[src/rtl/hazard_unit.sv]
// Load-use / RAW hazard detector for the 5-stage MIPS pipeline: drives the decoder stall,
// PC and IF/ID enables, wrong-path flush, and a saturating stall-cycle statistic.
module hazard_unit #(
  parameter int FORWARDING = 1,
  parameter int CNT_W      = 16
) (
  input  logic             CLK,
  input  logic             RSTn,
  input  logic             id_valid,
  input  logic [4:0]       id_rs,
  input  logic [4:0]       id_rt,
  input  logic             id_use_rs,
  input  logic             id_use_rt,
  input  logic [4:0]       id_rd,
  input  logic             id_regwrite,
  input  logic             id_memread,
  input  logic             redirect,
  output logic             stall,
  output logic             pc_en,
  output logic             ifid_en,
  output logic             ifid_flush,
  output logic [CNT_W-1:0] stall_cycles
);

  typedef struct packed {
    logic       v;
    logic       rw;
    logic       mr;
    logic [4:0] rd;
  } ex_shadow_t;

  // The load flag is only ever consulted in EX, so MEM keeps just the write attributes.
  // WB is not shadowed at all: the register file writes before it is read.
  typedef struct packed {
    logic       v;
    logic       rw;
    logic [4:0] rd;
  } mem_shadow_t;

  ex_shadow_t  ex_q;
  mem_shadow_t mem_q;

  logic raw_ex;
  logic raw_mem;
  logic hz;

  always_comb begin
    raw_ex  = 1'b0;
    raw_mem = 1'b0;
    if (ex_q.v && ex_q.rw && (ex_q.rd != 5'd0)) begin
      raw_ex = (id_use_rs && (ex_q.rd == id_rs)) || (id_use_rt && (ex_q.rd == id_rt));
    end
    if (mem_q.v && mem_q.rw && (mem_q.rd != 5'd0)) begin
      raw_mem = (id_use_rs && (mem_q.rd == id_rs)) || (id_use_rt && (mem_q.rd == id_rt));
    end
  end

  always_comb begin
    if (FORWARDING != 0) begin
      hz = id_valid && ex_q.mr && raw_ex;
    end else begin
      hz = id_valid && (raw_ex || raw_mem);
    end
  end

  // A redirect makes the ID instruction wrong-path, so it never needs to wait.
  assign stall      = hz && !redirect;
  assign pc_en      = !stall;
  assign ifid_en    = !stall;
  assign ifid_flush = redirect;

  always_ff @(posedge CLK or negedge RSTn) begin
    if (!RSTn) begin
      ex_q  <= '0;
      mem_q <= '0;
    end else begin
      if (stall || redirect) begin
        ex_q <= '0;
      end else begin
        ex_q <= '{v: id_valid, rw: id_regwrite, mr: id_memread, rd: id_rd};
      end
      mem_q <= '{v: ex_q.v, rw: ex_q.rw, rd: ex_q.rd};
    end
  end

  always_ff @(posedge CLK or negedge RSTn) begin
    if (!RSTn) begin
      stall_cycles <= '0;
    end else if (stall && (stall_cycles != {CNT_W{1'b1}})) begin
      stall_cycles <= stall_cycles + CNT_W'(1);
    end
  end

endmodule

[config.mk]
export PLATFORM = sky130hd
export DESIGN_NAME = hazard_unit
export DESIGN_NICKNAME = d
export VERILOG_FILES = /design/src/rtl/hazard_unit.sv
export SDC_FILE = /design/constraint.sdc
export NUM_CORES = 1
export LEC_CHECK = 0
export BUFFER_PORTS_ARGS = -buffer_cell sky130_fd_sc_hd__buf_2
export CAP_MARGIN = 20
export CORE_MARGIN = 2
export CORE_UTILIZATION = 34
export DETAILED_ROUTE_END_ITERATION = 16
export HOLD_SLACK_MARGIN = 0.03
export PLACE_DENSITY = 0.61
export RECOVER_POWER = 50
export SYNTH_ARGS = -nofsm -noshare
export SYNTH_HDL_FRONTEND = slang
export SYNTH_SLANG_ARGS = --single-unit
export TNS_END_PERCENT = 5
[constraint.sdc]
create_clock -name CLK -period 1.6 [get_ports CLK]
set_input_delay 0.24 -clock CLK [delete_from_list [all_inputs] [get_ports CLK]]
set_output_delay 0.24 -clock CLK [all_outputs]
set_load 0.05 [all_outputs]
==> impl_metrics.csv <==
group,metric,value,unit
run_status,status,"finished, violations left",
run_status,violations,"setup timing",
timing,max_freq,488.2,MHz
yosys,ys_seq_area_frac,0.4651,
placement,io_buffers,42,
clock_network,clock_sinks,24,
timing,hold_viol_final,0,
floorplanning,die_width,65.63,um
timing,fin_ws,-0.4484,ns
placement,placed_cell_area,1733,um2
detailed_routing,drtPass1Iterations,4,
floorplanning,fp-row-count,22,
floorplanning,io_pins,43,
cells_and_area,fin_nets,220,
clock_network,clockBufferDepth,2,
global_routing,grt_max_degree,25,
critical_path,critPathArrivalTime,1.81,ns
global_routing,track_usage,0.1662,
detailed_routing,via_count,1163,
run,max-cap-violations,0,
global_routing,grt_pass1_vias,1171,
yosys,synth.distinct_cells,31,
critical_path,cp-start-kind,"flip-flop",
yosys,synth_common_cells,"24 x dfrtp_1, 16 x xnor2_1, 9 x and2_1",
global_routing,grt_pass1_wl,5451,um
power_and_ir_drop,swShare,0.2249,
yosys,yosys_warnings,0,
clock_network,cts_tree,"done",
critical_path,worstPathMaxFanout,3,
detailed_routing,antenna_left,0,
critical_path,required,1.36,ns
detailed_routing,via_per_inst,4.806,
yosys,avgSynthCellArea,10.50,um2
critical_path,crit_chain,"xnor2_1 -> nand4_1 -> o22a_2 -> nor3_4 -> inv_2 -> buf_6",
yosys,synth-main-ff-cell,"dfrtp_1",
critical_path,slowest_delay,0.42,ns
global_routing,antenna_found_initial,0,
power_and_ir_drop,power_leakage,0.9901,nW
timing,hold_ws,0.1805,ns
clock_network,cts_root_buf,"clkbuf_8",
clock_network,clkTransAtPathRegs,0.07,ns
placement,placedCellCount,235,
power_and_ir_drop,total_power,1.098,mW
power_and_ir_drop,power_density,563.0,nW/um2
clock_network,cts_made_buffers,3,
floorplanning,die_height,65.63,um
yosys,yosysTopAreaCell,"dfrtp_1",
clock_network,htreeDepth,1,
placement,hpwl,2364,um
cells_and_area,layout-drive-gt1-share,0.5206,
min_path,hold_path_class,"in -> reg",
power_and_ir_drop,seqPwrFrac,0.572,
power_and_ir_drop,p_int,0.8507,mW
yosys,synthCells,123,
timing,slew_violations,0,
detailed_routing,drtIter0Drc,42,
critical_path,path_delay_family,"simple AND/OR/NAND/NOR gates",
clock_network,worstSkewPairLatency,0.26,ns
cells_and_area,final_cells,242,
yosys,synth_top_area_share,0.4651,
floorplanning,core,3661,um2
cells_and_area,diodes,0,
timing,relSlewSlack,0.6130,
critical_path,end_kind,"output port",
timing,setup_viol,19,
global_routing,overflow,0,
cells_and_area,fin_area,1949,um2
detailed_routing,wl_per_cell,13.44,um
timing,rsz0062_at_grt,"true",
yosys,async_reset_ff_frac,1.000,
timing,period_share,1.280,
critical_path,critPathBufInv,2,
yosys,synth-edff-count,0,
floorplanning,die_area,4307,um2
cells_and_area,syn_to_final_growth,50.97,%
power_and_ir_drop,clkPwrFrac,0.313,
timing,min_period,2.048,ns
yosys,synth_nets,147,
cells_and_area,fillerInstances,342,
detailed_routing,drc,0,
critical_path,cp_slowest_cell,"dfrtp_1",
yosys,synthMostInstantiatedCell,"dfrtp_1",
power_and_ir_drop,ir_drop,446.9,uV
cells_and_area,finish.utilization,0.5325,
timing,fin_skew,0.002991,ns
placement,place_congestion,0.8714,
critical_path,path_class,"reg -> out",
floorplanning,start_util,0.3527,
yosys,syn_area,1291,um2
power_and_ir_drop,combPwrFrac,0.115,
yosys,ys_ff_latch,24,
timing,worstMarginPinSlew,0.5806,ns
power_and_ir_drop,power_switching,0.2468,mW
yosys,synthTopCellsByArea,"dfrtp_1 47%, xnor2_1 11%, xor2_1 5.4%",
detailed_routing,routed_wl,3252,um
[cell type report]
cell class	count	area [um2]	area share
well taps	48	60.06	0.03081
clock buffers	3	41.29	0.02118
inverters	3	11.26	0.005777
repair buffers	73	467.9	0.2401
multi-input cells	91	764.5	0.3922
flip-flops and latches	24	604.3	0.3100
[final timing paths]
kind / startpoint / to / slack [ns] / cells after the start
setup / recovery: ex_q[3] / pc_en / -0.45 / 6
setup reg to reg: ex_q[3] / stall_cycles[6] / -0.40 / 8
hold / removal: id_memread / ex_q[5] / 0.18 / 2
min in group asynchronous: RSTn / stall_cycles[15] / 0.51 / 2
max in group asynchronous: RSTn / ex_q[2] / 0.67 / 2
hold reg to reg: stall_cycles[15] / stall_cycles[15] / 0.51 / 1
[registers in the layout, indices dropped and copies added (netlist names)]
| register | count |
|---|---|
| stall_cycles | 16 |
| ex_q | 8 |
[cell usage in the layout, fill, tap and decap left out, drive strengths merged, types with 2 or more instances in the layout]
cell,n
a21oi,2
a31oi,2
and2,9
and3,5
buf,71
clkbuf,4
dfrtp,24
inv,3
nand2,8
nand3,4
nand4,9
nor2,6
nor3,6
nor4,2
nor4b,3
xnor2,16
xor2,8
[metal layers]
layer | wire length, um | vias to the layer above | global-route usage
met5 | 0 | - | 0
met4 | 67 | 0 | 0.07292
met3 | 114 | 6 | 0.02397
met2 | 1685 | 24 | 0.2790
met1 | 1386 | 555 | 0.2113
li1 | - | 578 | -
[power by group through the flow]
stage	combinational, mW	clock, mW	sequential [mW]
6_report	0.127	0.343	0.628
5_1_grt	0.140	0.376	0.630
4_1_cts	0.113	0.351	0.626
3_5_place_dp	0.108	0	0.638
3_3_place_gp	0.104	0	0.637
2_1_floorplan	0.0525	0	0.637
[repair_timing]
action                                 4_1_cts  5_1_grt
resized for setup                           17       16
endpoints found under the hold margin       24        0
hold buffers                                 1        0
gates cloned                                 0        0
buffers inserted                             1        2
setup endpoints to repair                   18       27
pin swaps                                    7       10
[stage by stage]
| stage | TNS, ns | setup slack (ns) |
|---|---|---|
| 2_1_floorplan | -5.754 | -0.8384 |
| 3_3_place_gp | -2.019 | -0.2527 |
| 3_5_place_dp | -2.903 | -0.3177 |
| 4_1_cts | -2.567 | -0.3759 |
| 5_1_grt | -6.183 | -0.5110 |
| 6_report | -3.949 | -0.4484 |
[kinds of logic after synthesis]
logic type                 Yosys count  share of synthesized area
and+or+nand+nor                     58                     0.2771
muxes                                1                   0.008720
AOI/OAI and AO/OA                    7                    0.03489
DFF                                 24                     0.4651
adders and majority gates            1                   0.009688
buffers and inverters                8                    0.04166
xor gates and xnor gates            24                     0.1628
No activity file was read; power rests on OpenSTA's default activity.
